==> config.mk <==
export PLATFORM = sky130hd
export DESIGN_NAME = framebuf_uart_dump
export DESIGN_NICKNAME = d
export VERILOG_FILES = /design/src/rtl/framebuf_uart_dump.sv
export SDC_FILE = /design/constraint.sdc
export NUM_CORES = 1
export LEC_CHECK = 0
export ABC_AREA = 1
export CORE_UTILIZATION = 45
export CTS_CLUSTER_DIAMETER = 30
export CTS_CLUSTER_SIZE = 25
export DETAILED_ROUTE_END_ITERATION = 8
export PLACE_DENSITY = 0.67
export RECOVER_POWER = 50
export SLEW_MARGIN = 20
export SYNTH_ARGS = -nofsm -noshare
export SYNTH_HDL_FRONTEND = slang
export SYNTH_SLANG_ARGS = --single-unit
==> constraint.sdc <==
create_clock -name pixclk -period 6 [get_ports pixclk]
set_clock_uncertainty 0.2 [all_clocks]
set_input_delay 1.2 -clock pixclk [delete_from_list [all_inputs] [get_ports pixclk]]
set_output_delay 1.2 -clock pixclk [all_outputs]
set_load 0.02 [all_outputs]
==> src/rtl/framebuf_uart_dump.sv <==
// Streams a stored frame from a single-clock RAM read port over a built-in 8N1 UART.
// Define FRAMEBUF_UART_DUMP_CSUM_EN to append a mod-256 checksum byte after the pixel data.
module framebuf_uart_dump #(
  parameter int         CLK_HZ      = 25000000,
  parameter int         BAUD        = 115200,
  parameter int         WORD_BYTES  = 4,
  parameter int         ADDR_W      = 17,
  parameter int         FRAME_BYTES = 307200,
  parameter logic [7:0] SYNC_BYTE   = 8'hA5,
  parameter int         SYNC_LEN    = 2
) (
  input  logic                    pixclk,
  input  logic                    reset,
  input  logic                    start,
  input  logic                    abort,
  output logic [ADDR_W-1:0]       ram_addr,
  input  logic [8*WORD_BYTES-1:0] ram_data,
  output logic                    tx,
  output logic                    busy,
  output logic                    done,
  output logic [ADDR_W+2:0]       byte_idx
);
  localparam int DIV    = CLK_HZ / BAUD;
  localparam int WORD_W = 8 * WORD_BYTES;
  localparam int IDX_W  = ADDR_W + 3;
  localparam int BAUD_W = $clog2(DIV);

  typedef enum logic [3:0] {
    S_IDLE, S_SYNC, S_FETCH, S_WAIT, S_LOAD, S_SEND, S_NEXT, S_DONE
`ifdef FRAMEBUF_UART_DUMP_CSUM_EN
    , S_CSUM
`endif
  } state_t;

  state_t              state_q, state_d;
  logic [9:0]          shift_q, shift_d;
  logic [BAUD_W-1:0]   baud_q, baud_d;
  logic [3:0]          bit_q, bit_d;
  logic [3:0]          sync_q, sync_d;
  logic [IDX_W-1:0]    idx_q, idx_d;
  logic [ADDR_W-1:0]   addr_q, addr_d;
  logic [WORD_W-1:0]   word_q, word_d;
  logic                abort_q, abort_d;
`ifdef FRAMEBUF_UART_DUMP_CSUM_EN
  logic [7:0]          csum_q, csum_d;
`endif

  logic [IDX_W-1:0]  lane, next_idx, next_lane;
  logic [WORD_W-1:0] cur_word;
  logic [7:0]        cur_byte, load_val;
  logic              sending, byte_end, abort_now, load_byte;

  assign lane      = idx_q % IDX_W'(WORD_BYTES);
  assign next_idx  = idx_q + 1'b1;
  assign next_lane = next_idx % IDX_W'(WORD_BYTES);
  assign abort_now = abort_q | abort;
`ifdef FRAMEBUF_UART_DUMP_CSUM_EN
  assign sending   = (state_q == S_SYNC) || (state_q == S_SEND) || (state_q == S_CSUM);
`else
  assign sending   = (state_q == S_SYNC) || (state_q == S_SEND);
`endif
  assign byte_end  = sending && (bit_q == 4'd9) && (baud_q == '0);

  always_ff @(posedge pixclk) begin
    if (reset) begin
      state_q <= S_IDLE;
      shift_q <= '1;
      baud_q  <= '0;
      bit_q   <= '0;
      sync_q  <= '0;
      idx_q   <= '0;
      addr_q  <= '0;
      word_q  <= '0;
      abort_q <= 1'b0;
`ifdef FRAMEBUF_UART_DUMP_CSUM_EN
      csum_q  <= '0;
`endif
    end else begin
      state_q <= state_d;
      shift_q <= shift_d;
      baud_q  <= baud_d;
      bit_q   <= bit_d;
      sync_q  <= sync_d;
      idx_q   <= idx_d;
      addr_q  <= addr_d;
      word_q  <= word_d;
      abort_q <= abort_d;
`ifdef FRAMEBUF_UART_DUMP_CSUM_EN
      csum_q  <= csum_d;
`endif
    end
  end

  always_comb begin
    state_d   = state_q;
    shift_d   = shift_q;
    baud_d    = baud_q;
    bit_d     = bit_q;
    sync_d    = sync_q;
    idx_d     = idx_q;
    addr_d    = addr_q;
    word_d    = word_q;
    abort_d   = (state_q == S_IDLE) ? 1'b0 : abort_now;
`ifdef FRAMEBUF_UART_DUMP_CSUM_EN
    csum_d    = csum_q;
`endif
    load_byte = 1'b0;
    load_val  = SYNC_BYTE;
    // Lane 0 is only ever reached via FETCH/WAIT, so fresh RAM data is on the bus.
    cur_word  = (lane == '0) ? ram_data : word_q;
    cur_byte  = cur_word[7:0];
    for (int k = 0; k < WORD_BYTES; k++)
      if (lane == IDX_W'(k)) cur_byte = cur_word[8*k +: 8];

    // Shift in ones so the line rests high once the stop bit has gone out.
    if (sending) begin
      if (baud_q == '0) begin
        shift_d = {1'b1, shift_q[9:1]};
        baud_d  = BAUD_W'(DIV - 1);
        bit_d   = bit_q + 4'd1;
      end else begin
        baud_d  = baud_q - 1'b1;
      end
    end

    case (state_q)
      S_IDLE: if (start) begin
        idx_d  = '0;
        addr_d = '0;
        sync_d = '0;
`ifdef FRAMEBUF_UART_DUMP_CSUM_EN
        csum_d = '0;
`endif
        if (SYNC_LEN > 0) begin
          state_d   = S_SYNC;
          load_byte = 1'b1;
        end else begin
          state_d   = S_FETCH;
        end
      end
      S_SYNC: if (byte_end) begin
        if (abort_now)                         state_d = S_IDLE;
        else if (sync_q == 4'(SYNC_LEN - 1))   state_d = S_FETCH;
        else begin
          sync_d    = sync_q + 4'd1;
          load_byte = 1'b1;
        end
      end
      S_FETCH: begin
        addr_d  = ADDR_W'(idx_q / IDX_W'(WORD_BYTES));
        state_d = abort_now ? S_IDLE : S_WAIT;
      end
      S_WAIT: state_d = abort_now ? S_IDLE : S_LOAD;
      S_LOAD: begin
        if (abort_now) state_d = S_IDLE;
        else begin
          word_d    = cur_word;
          load_byte = 1'b1;
          load_val  = cur_byte;
`ifdef FRAMEBUF_UART_DUMP_CSUM_EN
          csum_d    = csum_q + cur_byte;
`endif
          state_d   = S_SEND;
        end
      end
      S_SEND: if (byte_end) state_d = abort_now ? S_IDLE : S_NEXT;
      S_NEXT: begin
        if (abort_now) state_d = S_IDLE;
        else if (idx_q == IDX_W'(FRAME_BYTES - 1)) begin
`ifdef FRAMEBUF_UART_DUMP_CSUM_EN
          load_byte = 1'b1;
          load_val  = csum_q;
          state_d   = S_CSUM;
`else
          state_d   = S_DONE;
`endif
        end else begin
          idx_d   = next_idx;
          state_d = (next_lane == '0) ? S_FETCH : S_LOAD;
        end
      end
`ifdef FRAMEBUF_UART_DUMP_CSUM_EN
      S_CSUM: if (byte_end) state_d = abort_now ? S_IDLE : S_DONE;
`endif
      S_DONE:  state_d = S_IDLE;
      default: state_d = S_IDLE;
    endcase

    if (load_byte) begin
      shift_d = {1'b1, load_val, 1'b0};
      baud_d  = BAUD_W'(DIV - 1);
      bit_d   = '0;
    end
  end

  assign tx       = shift_q[0];
  assign ram_addr = addr_q;
  assign byte_idx = idx_q;
  assign done     = (state_q == S_DONE);
  assign busy     = (state_q != S_IDLE) && (state_q != S_DONE);

endmodule

==> summary.md, run 1 <==
| Metric | Value |
|---|---|
| Final setup vio count | `0` |
| Post-synthesis mux area share | `less than 1%` |
| Hold Crit Class | `flop to flop` |
| Avg Cell Area, Syn | `6.84 um^2` |
| Initial Util | `46.1%` |
| Leakage power | `2.41 nW` |
| I/O Pins | `76` |
| Compound-cell area share of the yosys netlist | `about 17%` |
| Outcome | `finished clean` |
| Post-Syn Nets | `815` |
| EDFF count, synth | `0` |
| Final antenna-violating net count | `0` |
| WS Path Type | `input pin to flop` |
| Tot GR Track Use | `between 20% and 30%` |
| Worst skew pair latency | `roughly 0.35 ns` |
| Yosys reg bits | `about 100` |
| CTS Sinks | `a little under 100` |
| Tcrit/Tclk final | `58.7%` |
| Grt total ovfl | `0` |
| Total chip power | `2.08 mW` |
| Mapped Area | `5260 um^2` |
| H-tree depth | `3` |
| Critical path cell sequence | `dlygate4sd3_1 > nand2_1 > nand2_1 > inv_1 > o21ai_2 > nor2_1 > inv_2 > nand2_1 > nand3_1` |
| Adder-cell share of the synthesized area | `roughly 2.4%` |
| Rows | `39` |
| Cells after Synth | `slightly below 800` |
| Core footprint | `11400 um^2` |
| Pwr/cell area | `329 nW/um^2` |
| Vias in the first global route | `between 4000 and 5000` |
| Max-cap viol count | `0` |
| CTS tree | `done` |
| Combinational family with the most area after synthesis | `simple AND/OR/NAND/NOR gates` |
| Drt drc | `0` |
| Resize count post-CTS | `0` |
| Startpoint type of the worst setup path | `input pin` |
| Fin. Hold Viols | `0` |
| DRT Pass-1 Iters | `5` |
| Pins over their slew limit | `0` |
| Worst-path maximum fanout | `19` |
| # diodes | `0` |
| Post-Route WL | `13600 um` |
| Synthesis-to-finish area growth | `20.4%` |
| Final HPWL DP | `about 9300 um` |
| Clk buf depth | `2` |
| Die Ht | `roughly 110 um` |
| CP peak stage delay | `0.58 ns` |
| Gpl congestion | `~0.93` |
| Slew margin rel. | `37.5%` |
| Die area | `12100 um^2` |
| First-pass GRT wire length | `22500 um` |
| Largest net degree at the start of global routing | `61` |
| Initial antenna violation count | `0` |
| Via count of the routed design | `5059` |
| First-iteration detailed-routing DRC count | `287` |
| Fin nets | `869` |
| Max Freq | `284 MHz` |
| XOR/XNOR share of the synthesized area | `about 3.5%` |
| CP dominant cell by count | `nand2_1` |
| Setup total negative slack | `0 ns` |
| Yosys cell types | `38` |
| CP max stage cell | `dlygate4sd3_1` |
| Worst vdd ir | `198 uV` |
| Setup bufs post-CTS | `0` |
| Setup crit end kind | `flop` |
| Chip width | `between 100 and 150 um` |
| Synth Area in Simple Gates | `30.5%` |
| # hold bufs at CTS | `0` |
| Worst path required time | `around 6 ns` |
| Register area share after synthesis | `37.3%` |
| RSZ-0062 raised after global routing | `false` |
| FFs w/ async S/R, synth | `0%` |
| Syn. warnings | `0` |
| Vias/cell | `5.21` |
| Mean routed wirelength per cell | `14.1 um` |
| Root buffer cell | `clkbuf_16` |
| Final min period | `3.52 ns` |
| Critical path arrival | `3.52 ns` |
| CTS buffer count | `9` |
| Clk slew on worst S/H paths | `0.07 ns` |
| Fraction of layout cells with a size suffix above 1 | `9.06%` |
| Number of port buffers | `75` |
| Least-Margin Pin Slew | `0.936 ns` |
| Post-synth top flop | `dfxtp_1` |
## logic make-up (layout without fill, tap and decap cells)
kind of cell	after synthesis	in the layout
XOR/XNOR	21	21
flip-flops	98	98
adder cells (fa/ha/maj)	10	10
AND/OR/NAND/NOR	370	370
multiplexers	3	3
buffers and inverters	106	165
AO/OA/AOI/OAI	161	161
## sequential cells by signal, indices dropped and copies added (netlist names)
| register | cells |
|---|---|
| shift_q | 9 |
| baud_q | 8 |
| abort_q | 1 |
| bit_q | 4 |
| word_q | 32 |
| byte_idx | 20 |
| ram_addr | 17 |
| state_q | 3 |
| sync_q | 4 |
## metal layers
metal / routed length [um] / up-vias / GRT usage [%]
li1: - / 2594 / -
met1: 6320 / 2319 / 29.3
met2: 6460 / 131 / 41.5
met3: 685 / 15 / 3.88
met4: 187 / 0 / 7.71
met5: 0 / - / 0
## layout by cell type, fill, tap and decap left out, types with 5 or more instances in the layout
| cell | instances |
|---|---|
| xnor2_1 | 10 |
| nand2_1 | 181 |
| clkdlybuf4s50_1 | 41 |
| nand3_1 | 55 |
| nor2_1 | 82 |
| a211oi_1 | 7 |
| a21oi_1 | 68 |
| nor3_1 | 11 |
| dlygate4sd3_1 | 33 |
| or2_2 | 10 |
| inv_2 | 8 |
| nand4_1 | 5 |
| ha_1 | 10 |
| nand2_2 | 17 |
| xor2_1 | 11 |
| dfxtp_1 | 98 |
| a21oi_2 | 10 |
| o21a_1 | 5 |
| clkbuf_16 | 9 |
| o21ai_0 | 61 |
| inv_1 | 60 |
## worst max-delay path: cells and delay by family
| family | cells | cell delay [ns] |
|---|---|---|
| simple gates | 5 | 1.43 |
| buf+inv | 3 | 0.81 |
| compound gates | 1 | 0.08 |
## where the power goes
part | internal [mW] | total (mW) | switching (mW) | leakage (nW)
logic | 0.252 | 0.749 | 0.496 | 1.47
clock network | 0.325 | 0.585 | 0.259 | 0.147
registers | 0.702 | 0.751 | 0.0486 | 0.794
total | 1.28 | 2.08 | 0.804 | 2.41
## cells in the mapped netlist (3+ instances only)
cell / count / share of area [%]
buf_2: 8 / 0.76
inv_2: 8 / 0.57
dfxtp_1: 98 / 37
o21ai_0: 61 / 5.8
or2_2: 10 / 1.2
nand2_1: 180 / 13
nor3_1: 11 / 1.0
ha_1: 10 / 2.4
a211oi_1: 7 / 1.0
xnor2_1: 10 / 1.7
nand2_2: 17 / 2.0
a21oi_2: 10 / 1.7
buf_6: 3 / 0.64
nor2_2: 4 / 0.48
inv_1: 60 / 4.3
nor2_1: 82 / 5.9
o21a_1: 5 / 0.71
o21bai_1: 3 / 0.43
xor2_1: 11 / 1.8
mux2i_1: 3 / 0.57
nand3_1: 55 / 5.2
nand4_1: 5 / 0.59
clkbuf_1: 22 / 1.6
nor3b_1: 3 / 0.43
a21oi_1: 68 / 6.5
## path summary, 6_finish.rpt
check	start	endpoint	slack [ns]	cells after the start
max reg2reg	byte_idx[0]$_SDFFE_PP0P_	byte_idx[7]$_SDFFE_PP0P_	2.92	11
max	start	shift_q[8]$_SDFFE_PP1P_	2.48	9
min reg2reg	word_q[28]$_SDFFE_PP0P_	word_q[28]$_SDFFE_PP0P_	0.25	2
min	word_q[28]$_SDFFE_PP0P_	word_q[28]$_SDFFE_PP0P_	0.25	2
## through the flow
stage | area, um^2 | std cells | utilization (%) | setup slack, ns | hold slack [ns]
5_1_grt | 6330 | 971 | 55.4 | 2.21 | 0.262
2_1_floorplan | 5260 | 769 | - | 3.17 | 0.224
3_3_place_gp | 6040 | 955 | 52.9 | 2.32 | 0.234
3_5_place_dp | 6040 | 955 | 52.9 | 2.21 | 0.239
6_report | 6330 | 971 | 55.4 | 2.48 | 0.248
4_1_cts | 6340 | 971 | 55.5 | 2.50 | 0.249
## cell type report
class / count / area [um^2]
clock buffers: 10 / 229
flip-flops and latches: 98 / 1960
inverters: 70 / 265
multi-input cells: 565 / 2850
well taps: 143 / 179
repair buffers: 79 / 776
clock inverters: 6 / 66.3
fillers: 1131 / 5090
Note: power is estimated with default switching activity, not from simulation.
==> run 2: changes to the inputs <==
Clock period 6 ns to 3.6 ns, I/O delays scaled along.
==> summary.md, run 2 (synthesized netlist as in run 1, its figures left out) <==
| Metric | Value |
|---|---|
| Outcome | `finished clean` |
| Total chip power | `3.57 mW (+71%)` |
| Grt total ovfl | `0 (unchanged)` |
| Critical path cell sequence | `inv_4 > nand2_8 > inv_2 > or2_2 > inv_1 > clkdlybuf4s50_1` |
| Number of flip-flops in the largest register | `32 (unchanged)` |
| Fin cells | `977 (+0.62%)` |
| WS Path Type | `flop to output pin` |
| Root buffer cell | `clkbuf_16` |
| Worst-path maximum fanout | `7 (-12)` |
| RSZ-0062 raised after global routing | `false` |
| Clk buf depth | `2 (unchanged)` |
| Vias/cell | `5.29 (+1.5%)` |
| Final setup vio count | `0 (unchanged)` |
| Drt drc | `0 (unchanged)` |
| First-iteration detailed-routing DRC count | `369 (+29%)` |
| Resize count post-CTS | `0 (unchanged)` |
| Crit path from | `state_q[2]$_SDFFE_PP0P_` |
| Worst Setup EP | `busy` |
| Initial Util | `46.1% (unchanged)` |
| Fin. Hold Viols | `0 (unchanged)` |
| Setup crit end kind | `output pin` |
| Worst skew pair latency | `0.35 ns (about the same)` |
| CP max stage cell | `clkdlybuf4s50_1` |
| Mean routed wirelength per cell | `14.4 um (+2.1%)` |
| Critical path arrival | `2.07 ns (-1.45 ns)` |
| Initial antenna violation count | `0 (unchanged)` |
| Chip width | `110 um (unchanged)` |
| Tcrit/Tclk final | `between 80% and 90%` |
| Fin nets | `875 (+0.69%)` |
| # hold bufs at CTS | `0 (unchanged)` |
| Least-Margin Pin Slew | `1.47 ns (+0.530 ns)` |
| I/O Pins | `76 (unchanged)` |
| Startpoint type of the worst setup path | `flop` |
| Post-Route WL | `14000 um (+2.8%)` |
| # diodes | `0 (unchanged)` |
| Placed cells | `961 (+0.63%)` |
| Most frequent cells in the layout | `181 x nand2_1, 98 x dfxtp_1, 82 x nor2_1, 68 x a21oi_1` |
| H-tree depth | `3 (unchanged)` |
| Pwr/cell area | `559 nW/um^2 (+70%)` |
| Internal reg-to-reg setup slack | `0.70 ns (-2.22 ns)` |
| CTS buffer count | `9 (unchanged)` |
| Largest net degree at the start of global routing | `60 (-1.6%)` |
| Slew margin rel. | `2.25% (-35 points)` |
| RR Endpoint | `byte_idx[6]$_SDFFE_PP0P_` |
| Die Ht | `110 um (unchanged)` |
| Max Freq | `334 MHz` |
| Rows | `39 (unchanged)` |
| Gpl congestion | `0.881 (-5.1%)` |
| Tot GR Track Use | `24.6% (+1.0 points)` |
| Vias in the first global route | `5000 (+3.7%)` |
| Clk slew on worst S/H paths | `0.07 ns (about the same)` |
| Most common cell after layout, fill and taps aside | `nand2_1` |
| Pins over their slew limit | `0 (unchanged)` |
| Final antenna-violating net count | `0 (unchanged)` |
| Worst path required time | `2.68 ns (-3.32 ns)` |
| Fraction of layout cells with a size suffix above 1 | `8.99% (-0.065 points)` |
| Via count of the routed design | `5169 (+2.2%)` |
| Max-cap viol count | `0 (unchanged)` |
| Final HPWL DP | `9830 um (+5.8%)` |
| Largest Register | `word_q` |
| First-pass GRT wire length | `23100 um (+2.9%)` |
| Setup total negative slack | `0 ns (unchanged)` |
| Final Util | `56.0% (+0.54 points)` |
| Leakage power | `2.43 nW (+0.73%)` |
| Synthesis-to-finish area growth | `21.5%` |
| DRT Pass-1 Iters | `5 (unchanged)` |
| Core footprint | `11400 um^2 (unchanged)` |
| Hold Crit Class | `flop to flop` |
| Number of filler cells placed in the layout | `1126 (-0.44%)` |
| Number of port buffers | `75 (unchanged)` |
| CP peak stage delay | `0.59 ns (about the same)` |
| Worst Reg2Reg Path Length in Cells | `11 (unchanged)` |
| Worst vdd ir | `347 uV (+75%)` |
| Setup bufs post-CTS | `0 (unchanged)` |
| Die area | `12100 um^2 (unchanged)` |
| Reg2reg start | `byte_idx[0]$_SDFFE_PP0P_` |
| CTS tree | `done` |
| Final min period | `between 2 and 3 ns` |
| CTS Sinks | `98 (unchanged)` |
| WHS | `0.249 ns (+0.00131 ns)` |
run 2: changes by cell type in the layout (fill, tap and decap cells not counted), moves of 3 or more:
cell             previous run  this run
clkdlybuf4s50_1            41        46
dlygate4sd3_1              33        28
clkbuf_1                    1         4
inv_6                       1         4
run 2: worst min path at each step:
stage	start	to	slack (ns)	cells past startpoint
floorplan	word_q[15]$_SDFFE_PP0P_	word_q[15]$_SDFFE_PP0P_	0.22	2
global placement	word_q[25]$_SDFFE_PP0P_	word_q[25]$_SDFFE_PP0P_	0.23	2
detailed placement	word_q[29]$_SDFFE_PP0P_	word_q[29]$_SDFFE_PP0P_	0.24	2
CTS	word_q[29]$_SDFFE_PP0P_	word_q[29]$_SDFFE_PP0P_	0.25	2
global route	word_q[13]$_SDFFE_PP0P_	word_q[13]$_SDFFE_PP0P_	0.27	2
finish	word_q[29]$_SDFFE_PP0P_	word_q[29]$_SDFFE_PP0P_	0.25	2
run 2: metrics by stage:
stage / area, um^2 / worst slack [ns]
after CTS: 6410 / 0.610
after global routing: 6390 / 0.324
after floorplan: 5260 / 1.25
after global placement: 6100 / 0.856
after detailed placement: 6100 / 0.748
final: 6390 / 0.606
run 2: cell type report:
class	count	area [um^2]	area share (%)
inverter	70	265	4.15
clock inverter	6	76.3	1.19
clock buffer	10	239	3.74
tap	143	179	2.80
timing repair buffer	85	816	12.8
sequential	98	1960	30.7
multi-input combinational	565	2850	44.7
run 2: per-layer routing:
metal	global-route usage (%)	vias up	wire length (um)
met5	0	-	0
met4	10.2	0	373
met3	4.29	33	747
met2	42.0	149	6790
met1	30.5	2384	6110
li1	-	2603	-
run 2: critical path: cells and delay by family, from the launching register on:
family / cells / cell delay [ns]
buffers and inverters: 4 / 0.81
and+or+nand+nor: 2 / 0.40
DFF: 1 / 0.51
run 2: where the power goes:
part / leakage (nW) / total (mW) / internal (mW) / switching [mW]
logic: 1.48 / 1.28 / 0.443 / 0.837
registers: 0.794 / 1.25 / 1.17 / 0.0790
clock network: 0.156 / 1.04 / 0.574 / 0.471
==> run 3: changes to the inputs <==
Clock period 3.6 ns to 3 ns, I/O delays scaled along.
==> summary.md, run 3 (synthesized netlist as in run 1, its figures left out) <==
| Metric | Value |
|---|---|
| WS Path Type | `flop to output pin` |
| Worst skew pair latency | `0.35 ns (about the same)` |
| # diodes | `0 (unchanged)` |
| Fraction of layout cells with a size suffix above 1 | `9.45% (+0.46 points)` |
| Post-DP Area | `6110 um^2 (+0.16%)` |
| Reg2reg start | `byte_idx[1]$_SDFFE_PP0P_` |
| Pwr/cell area | `649 nW/um^2 (+16%)` |
| Hold Path Cell Cnt | `2 (unchanged)` |
| Slew margin rel. | `2.02% (-0.23 points)` |
| Outcome | `finished clean` |
| Setup bufs post-CTS | `0 (unchanged)` |
| Setup total negative slack | `0 ns (unchanged)` |
| First-pass GRT wire length | `22000 um (-4.8%)` |
| Max-cap viol count | `0 (unchanged)` |
| Root buffer cell | `clkbuf_16` |
| Pins over their slew limit | `0 (unchanged)` |
| Hold Crit Class | `flop to flop` |
| Least-Margin Pin Slew | `1.47 ns (+0.00346 ns)` |
| Die Ht | `110 um (unchanged)` |
| Drt drc | `0 (unchanged)` |
| Mean routed wirelength per cell | `14.1 um (-2.1%)` |
| Vias in the first global route | `4687 (-6.3%)` |
| Setup crit end kind | `output pin` |
| H-tree depth | `3 (unchanged)` |
| Worst Reg2Reg Path Length in Cells | `10 (-1)` |
| Number of port buffers | `75 (unchanged)` |
| # hold bufs at CTS | `0 (unchanged)` |
| Critical path arrival | `2.02 ns (-0.05 ns)` |
| Clk slew on worst S/H paths | `0.06 ns (about the same)` |
| Resize count post-CTS | `0 (unchanged)` |
| Fin. Hold Viols | `0 (unchanged)` |
| CTS Sinks | `98 (unchanged)` |
| Clk buf depth | `2 (unchanged)` |
| Final HPWL DP | `9620 um (-2.1%)` |
| Max Freq | `354 MHz` |
| RR Endpoint | `shift_q[7]$_SDFFE_PP1P_` |
| Grt total ovfl | `0 (unchanged)` |
| CTS buffer count | `9 (unchanged)` |
| Worst setup margin | `0.177 ns (-0.429 ns)` |
| Number of flip-flops in the largest register | `32 (unchanged)` |
| Synthesis-to-finish area growth | `20.8%` |
| Worst vdd ir | `314 uV (-9.6%)` |
| Worst path required time | `2.20 ns (-0.48 ns)` |
| I/O Pins | `76 (unchanged)` |
| Vias/cell | `5.27 (-0.42%)` |
| Tcrit/Tclk final | `94.1%` |
| DRT Pass-1 Iters | `4 (-1)` |
| Fin nets | `878 (+0.34%)` |
| Final instance area | `6350 um^2 (-0.57%)` |
| Die area | `12100 um^2 (unchanged)` |
| Startpoint type of the worst setup path | `flop` |
| Final setup vio count | `0 (unchanged)` |
| Worst-path maximum fanout | `7 (unchanged)` |
| Via count of the routed design | `5158 (-0.21%)` |
| Dpl ws | `0.494 ns (-0.254 ns)` |
| Largest Register | `word_q` |
| Leakage power | `2.39 nW (-1.5%)` |
| Most frequent cells in the layout | `181 x nand2_1, 98 x dfxtp_1, 82 x nor2_1, 69 x a21oi_1, 62 x o21ai_0` |
| Total chip power | `4.13 mW (+15%)` |
| Worst hold start | `word_q[21]$_SDFFE_PP0P_` |
| Initial antenna violation count | `0 (unchanged)` |
| RSZ-0062 raised after global routing | `false` |
| Most common cell after layout, fill and taps aside | `nand2_1` |
| Internal reg-to-reg setup slack | `0.36 ns (-0.34 ns)` |
| Hold EP | `word_q[21]$_SDFFE_PP0P_` |
| Final min period | `2.82 ns` |
| Initial Util | `46.1% (unchanged)` |
| Post-Route WL | `13800 um (-1.9%)` |
| Rows | `39 (unchanged)` |
| Core footprint | `11400 um^2 (unchanged)` |
| CTS tree | `done` |
| Gpl congestion | `0.946 (+7.4%)` |
| First-iteration detailed-routing DRC count | `341 (-7.6%)` |
| Final antenna-violating net count | `0 (unchanged)` |
| Largest net degree at the start of global routing | `60 (unchanged)` |
| WHS | `0.244 ns (-0.00489 ns)` |
| Tot GR Track Use | `23.6% (-1.0 points)` |
| Chip width | `110 um (unchanged)` |
==> run 3: cell count changes in the layout (fill, tap and decap cells not counted), moves of 2 or more <==
cell and change:
inv_6 -4, clkinv_2 +3, clkbuf_1 -2, buf_4 +6, dlygate4sd3_1 -11, clkdlybuf4s50_1 +11
==> run 3: final cells by class <==
class                   count  area [um^2]
repair buffers             88          835
well taps                 143          179
multi-input cells         565         2840
fillers                  1111         5060
flip-flops and latches     98         1960
clock inverters             3         15.0
inverters                  70          265
clock buffers              12          256
==> run 3: worst max-delay path, cell delays in order, from the launching register on <==
cell and delay (ns):
dfxtp_1 0.48, inv_4 0.10, nand2_8 0.11, inv_2 0.06
or2_2 0.28, inv_1 0.05, clkdlybuf4s50_1 0.59
==> run 3: worst max-delay path by stage <==
stage	start	endpoint	slack (ns)	cells past startpoint
CTS	state_q[2]$_SDFFE_PP0P_	busy	0.16	6
global placement	abort	byte_idx[19]$_SDFFE_PP0P_	0.52	9
finish	state_q[2]$_SDFFE_PP0P_	busy	0.18	6
global route	state_q[2]$_SDFFE_PP0P_	busy	0.09	5
detailed placement	abort	byte_idx[6]$_SDFFE_PP0P_	0.49	9
floorplan	byte_idx[0]$_SDFFE_PP0P_	shift_q[4]$_SDFFE_PP1P_	0.69	11
==> run 3: power by group <==
part           internal (mW)  switching, mW  total, mW
clock                  0.599          0.495       1.09
combinational          0.537           1.00       1.54
sequential              1.40         0.0859       1.49
total                   2.54           1.59       4.13
==> run 3: metal layers <==
metal | wire [um] | share of wire [%] | track usage [%] | vias up
met1 | 6470 | 47 | 30.6 | 2374
met3 | 669 | 4.9 | 3.82 | 27
met2 | 6260 | 45 | 37.9 | 146
met4 | 369 | 2.7 | 11.7 | 0
li1 | - | - | - | 2611
met5 | 0 | 0 | 0 | -
==> run 3: per-stage QoR <==
stage,instances,util [%]
floorplan,769,-
global placement,964,53.5
detailed placement,964,53.5
CTS,979,55.9
global route,979,55.7
finish,979,55.7
